==> src/rtl/uart_tx_arbiter.sv <==
// Round-robin arbiter sharing one 8-bit UART transmitter among four byte requesters.
// Issues SND until the transmitter reports busy, then waits for ready before the next grant.
module uart_tx_arbiter #(
   parameter logic [7:0]  NOP         = 8'd0,
   parameter logic [7:0]  SND         = 8'd255,
   parameter logic [7:0]  RDY         = 8'd0,
   parameter logic [7:0]  BSY         = 8'd255,
   parameter int unsigned ACK_TIMEOUT = 16
) (
   input  logic        CLK,
   input  logic        RST,
   input  logic [3:0]  REQ_VALID,
   input  logic [31:0] REQ_DATA,
   input  logic [3:0]  REQ_LOCK,
   output logic [3:0]  REQ_READY,
   output logic [7:0]  TX_CONTROL,
   output logic [7:0]  TX_DATA,
   input  logic [7:0]  TX_STATUS,
   output logic [1:0]  GRANT,
   output logic        BUSY,
   output logic        ERR
);
   localparam int unsigned CW = $clog2(ACK_TIMEOUT) + 1;

   typedef enum logic [1:0] {IDLE, ISSUE, ACTIVE} state_t;

   state_t        state_q;
   logic [1:0]    ptr_q;
   logic [1:0]    owner_q;
   logic [1:0]    grant_q;
   logic          lock_q;
   logic          err_q;
   logic [CW-1:0] cnt_q;
   logic [7:0]    ctl_q;
   logic [7:0]    data_q;

   logic          tx_rdy;
   logic          tx_bsy;
   logic          hold;
   logic          found;
   logic          xfer;
   logic [1:0]    win;
   logic [1:0]    idx;
   logic [3:0]    ready;

   // Case equality keeps an unknown status (transmitter has no reset) from looking ready.
   always_comb begin
      tx_rdy = (TX_STATUS === RDY);
      tx_bsy = (TX_STATUS === BSY);
      hold   = lock_q && REQ_LOCK[owner_q];
      win    = owner_q;
      idx    = '0;
      found  = 1'b0;
      if (hold) begin
         found = REQ_VALID[owner_q];
      end else begin
         for (int unsigned k = 1; k <= 4; k++) begin
            idx = ptr_q + 2'(k);
            if (!found && REQ_VALID[idx]) begin
               found = 1'b1;
               win   = idx;
            end
         end
      end
      ready = '0;
      if (!RST && state_q == IDLE && tx_rdy && found) ready[win] = 1'b1;
      xfer = |ready;
   end

   always_ff @(posedge CLK) begin
      if (RST) begin
         state_q <= IDLE;
         ptr_q   <= 2'd3;
         owner_q <= '0;
         grant_q <= '0;
         lock_q  <= 1'b0;
         err_q   <= 1'b0;
         cnt_q   <= '0;
         ctl_q   <= NOP;
         data_q  <= '0;
      end else begin
         err_q <= 1'b0;
         unique case (state_q)
            IDLE: begin
               if (lock_q && !REQ_LOCK[owner_q]) lock_q <= 1'b0;
               if (xfer) begin
                  data_q  <= REQ_DATA[{win, 3'b000} +: 8];
                  ctl_q   <= SND;
                  grant_q <= win;
                  ptr_q   <= win;
                  owner_q <= win;
                  lock_q  <= REQ_LOCK[win];
                  cnt_q   <= '0;
                  state_q <= ISSUE;
               end
            end
            ISSUE: begin
               cnt_q <= cnt_q + CW'(1);
               if (tx_bsy) begin
                  ctl_q   <= NOP;
                  state_q <= ACTIVE;
               end else if (cnt_q == CW'(ACK_TIMEOUT - 1)) begin
                  ctl_q   <= NOP;
                  err_q   <= 1'b1;
                  lock_q  <= 1'b0;
                  state_q <= IDLE;
               end
            end
            ACTIVE: begin
               if (tx_rdy) state_q <= IDLE;
            end
            default: state_q <= IDLE;
         endcase
      end
   end

   assign REQ_READY  = ready;
   assign TX_CONTROL = ctl_q;
   assign TX_DATA    = data_q;
   assign GRANT      = grant_q;
   assign BUSY       = (state_q != IDLE);
   assign ERR        = err_q;
endmodule

==> config.mk <==
export PLATFORM = sky130hd
export DESIGN_NAME = uart_tx_arbiter
export DESIGN_NICKNAME = d
export VERILOG_FILES = /design/src/rtl/uart_tx_arbiter.sv
export SDC_FILE = /design/constraint.sdc
export NUM_CORES = 1
export LEC_CHECK = 0
export ABC_CLOCK_PERIOD_IN_PS = 2400
export CORE_MARGIN = 2
export CORE_UTILIZATION = 38
export CTS_CLUSTER_SIZE = 20
export DETAILED_ROUTE_END_ITERATION = 10
export GPL_TIMING_DRIVEN = 0
export MAX_ROUTING_LAYER = met4
export PLACE_DENSITY = 0.85
export SYNTH_ARGS = -nofsm -noshare
export SYNTH_HDL_FRONTEND = slang
export SYNTH_SLANG_ARGS = --single-unit
==> constraint.sdc <==
create_clock -name CLK -period 2.4 [get_ports CLK]
set_clock_uncertainty 0.15 [all_clocks]
set_input_delay 0.24 -clock CLK [delete_from_list [all_inputs] [get_ports CLK]]
set_output_delay 0.24 -clock CLK [all_outputs]
set_load 0.05 [all_outputs]
==> reports/summary.txt <==
Post-DP HPWL: 3.81 mm
Worst vdd ir: 0.000229 V
Max-cap viol count: 0
Worst-case hold path end point: cnt_q[1]$_SDFFE_PP0P_
Synth unique cells: 45
Congestion Overflow GR: 0
# rows: 24
HP Class: register to register
Worst path arrival time: 2.43 ns
Final Worst Setup Slack: -0.417 ns
Via count: 2,232
Clock latency at the later pin of the worst-skew pair: 0.28 ns
R2R setup slack: -0.40 ns
Finished Layout Cells: 374
Max Clock Freq: 355 MHz
Routed vias/inst: 5.97
CP max stage delay: 0.51 ns
Ant. Diodes: 0
Status: finished with violations
Pre-antenna DRT Iters: 5
Pre-CTS setup slack: -1.68 ns
CP endpoint kind: output pin
H-tree Lvls: 1
Commonest non-fill, non-tap cell in the layout: clkdlybuf4s50_1
GRT Util Overall: 0.253
Startpoint class of the critical path: register
CTS buffer count: 3
Post-synthesis cell count: 222
Critical path required time: 2.01 ns
Net count, final: 375
Rel. slew slack: 0.492
Avg WL per Cell: 18.7 µm
Starting Density: 0.391
Port bufs: 72
Core area: 4290 µm²
Power Dens Cells: 301 nW/µm²
Post-synth top flop: dfxtp_1
Layout cells sized above 1: 0.311
ANT nets after route: 0
Worst r2r src: GRANT[1]$_SDFFE_PP0P_
Number of global-route vias before repair: 2,032
Hold Path Stages: 2
Largest fanout on the critical path: 3
Initial antenna violation count: 0
Pin count of the biggest net entering global routing: 14
Ys async rst share: 0
Height of the die: 70.5 µm
YS warnings: 0
Cell mode on critical path: buf_6
First-pass GRT wire length: 9.85 mm
Post-CTS Hold Fix Bufs: 0
CTS Sinks: 22
# fillers: 295
Post-synth EDFFs: 0
Path depth of the worst reg2reg path: 8
TritonCTS clock tree: yes
CTS Buffer Depth: 2
Most frequent cells in the layout: clkdlybuf4s50_1, nor2_1, buf_4
Tmin final: 2.82 ns
Total power: 926 µW
Max Slew Vio Count: 0
Layout area overhead: 83.5%
Slowest cell on the critical path: or4_4
Setup TNS: -4.74 ns
Clock root buffer: clkbuf_8
IO Count: 74
Placed cells: 346
Syn Nets: 274
Critical R2R Capture: TX_DATA[2]$_SDFFE_PP0P_
Endpoints failing setup: 16
Sequential element share of the synthesized area: 0.262
Final worst path period share: 1.17
Worst path cell trace: mux2_4 > o2bb2ai_4 > mux2i_4 > or4_4 > buf_6 > clkbuf_16 > nor3_4 > buf_6
Syn Area/Cell: 7.56 µm²
Worst Hold Launch: cnt_q[1]$_SDFFE_PP0P_
Final hold vios: 0
DRC: 0
Violated checks: setup timing
Routability cong.: 0.916
RSZ-0062 raised after global routing: true
CTS clk-pin slew, worst paths: 0.10 ns
Die W: 70.5 µm
Measured slew at the worst slew-check pin: 0.762 ns
Starting DRC count in detailed routing: 270
Yosys reg bits: 22
Crit Path Class: register to output pin
Post-Syn Area: 1680 µm²
Routed WL: 6.99 mm
Lkg Pwr: 1.13 nW
Die area: 4960 µm²
-- synth_stat cells, types with 2 or more instances --
cell        n  area share
nor2_1     34       0.076
dfxtp_1    22        0.26
nand2_1    19       0.043
a21oi_1    14       0.042
nand2b_1   11       0.041
a31oi_1     9       0.034
clkbuf_1    9       0.020
or4_1       9       0.040
o2111ai_1   8       0.042
buf_2       7       0.021
buf_4       7       0.031
mux2i_1     7       0.042
o21ai_0     6       0.018
nor3_1      5       0.015
a211oi_1    4       0.018
and3_1      4       0.015
nand3b_1    3       0.013
nor4_1      3       0.011
o22ai_1     3       0.011
and2_1      2      0.0075
and3b_1     2       0.010
buf_6       2       0.013
ha_1        2       0.015
inv_1       2      0.0045
nand3_1     2      0.0060
nand4_1     2      0.0075
nor2b_1     2      0.0075
nor3b_1     2      0.0089
o21bai_1    2      0.0089
or2_2       2      0.0075
or3b_1      2       0.010
-- per-layer routing --
layer	routed length, µm	global-route usage	vias up
met5	0	-	-
met2	3550	0.410	147
met4	176	0.0620	0
met1	2670	0.329	1050
met3	600	0.0418	22
li1	-	-	1013
-- metrics by stage --
stage,hold slack (ns),util,instance area [µm²]
floorplan,0.167,-,1720
global placement,0.319,0.583,2500
detailed placement,0.326,0.583,2500
CTS,0.326,0.661,2840
global route,0.376,0.717,3080
finish,0.338,0.717,3080
-- where the power goes --
| part | internal, mW | switching (mW) |
|---|---|---|
| sequential | 0.363 | 0.000522 |
| combinational | 0.129 | 0.109 |
| clock | 0.181 | 0.143 |
-- final cells by class --
type                    count  area [µm²]  area share
flip-flops and latches     22         450       0.146
well taps                  52        65.1      0.0211
clock buffers               4        66.3      0.0215
inverters                   2        7.51     0.00244
repair buffers             97         937       0.304
multi-input cells         173        1330       0.433
plain buffers              24         219      0.0711
-- repair_timing --
action / CTS / global route
pin swaps: 17 / 20
gates resized for setup: 67 / 47
buffers inserted: 15 / 12
gates cloned: 1 / 1
hold endpoints to repair: 0 / 0
endpoints found under the setup margin: 21 / 18
-- registers in the layout, indices dropped and copies added (netlist names) --
signal	flops
cnt_q	5
GRANT	2
ERR	1
lock_q	1
state_q	2
ptr_q	2
TX_CONTROL	1
TX_DATA	8
-- kinds of logic (layout without fill, tap and decap cells) --
kind of cell | after synthesis | count (layout) | share of synthesized area
simple gates | 108 | 108 | 0.343
compound gates | 53 | 53 | 0.218
buf+inv | 27 | 127 | 0.0902
flops | 22 | 22 | 0.262
mux | 10 | 10 | 0.0708
fa+ha+maj | 2 | 2 | 0.0149
-- worst max-delay path by stage --
stage / slack [ns] / start / to
floorplan: -0.43 / GRANT[1]$_SDFFE_PP0P_ / REQ_READY[2]
global placement: -1.66 / REQ_VALID[1] / REQ_READY[0]
detailed placement: -1.68 / REQ_VALID[1] / REQ_READY[1]
CTS: -0.40 / GRANT[1]$_SDFFE_PP0P_ / REQ_READY[2]
global route: -0.46 / GRANT[1]$_SDFFE_PP0P_ / REQ_READY[2]
finish: -0.42 / GRANT[1]$_SDFFE_PP0P_ / REQ_READY[2]
-- worst max-delay path, delay by kind of cell, from the launching register on --
family                 cells  cell delay (ns)
buffers and inverters      3             0.46
multiplexers               2             0.52
AO/OA/AOI/OAI              1             0.14
flip-flops                 1             0.40
AND/OR/NAND/NOR            2             0.62
Note: power is estimated with default switching activity, not from simulation.
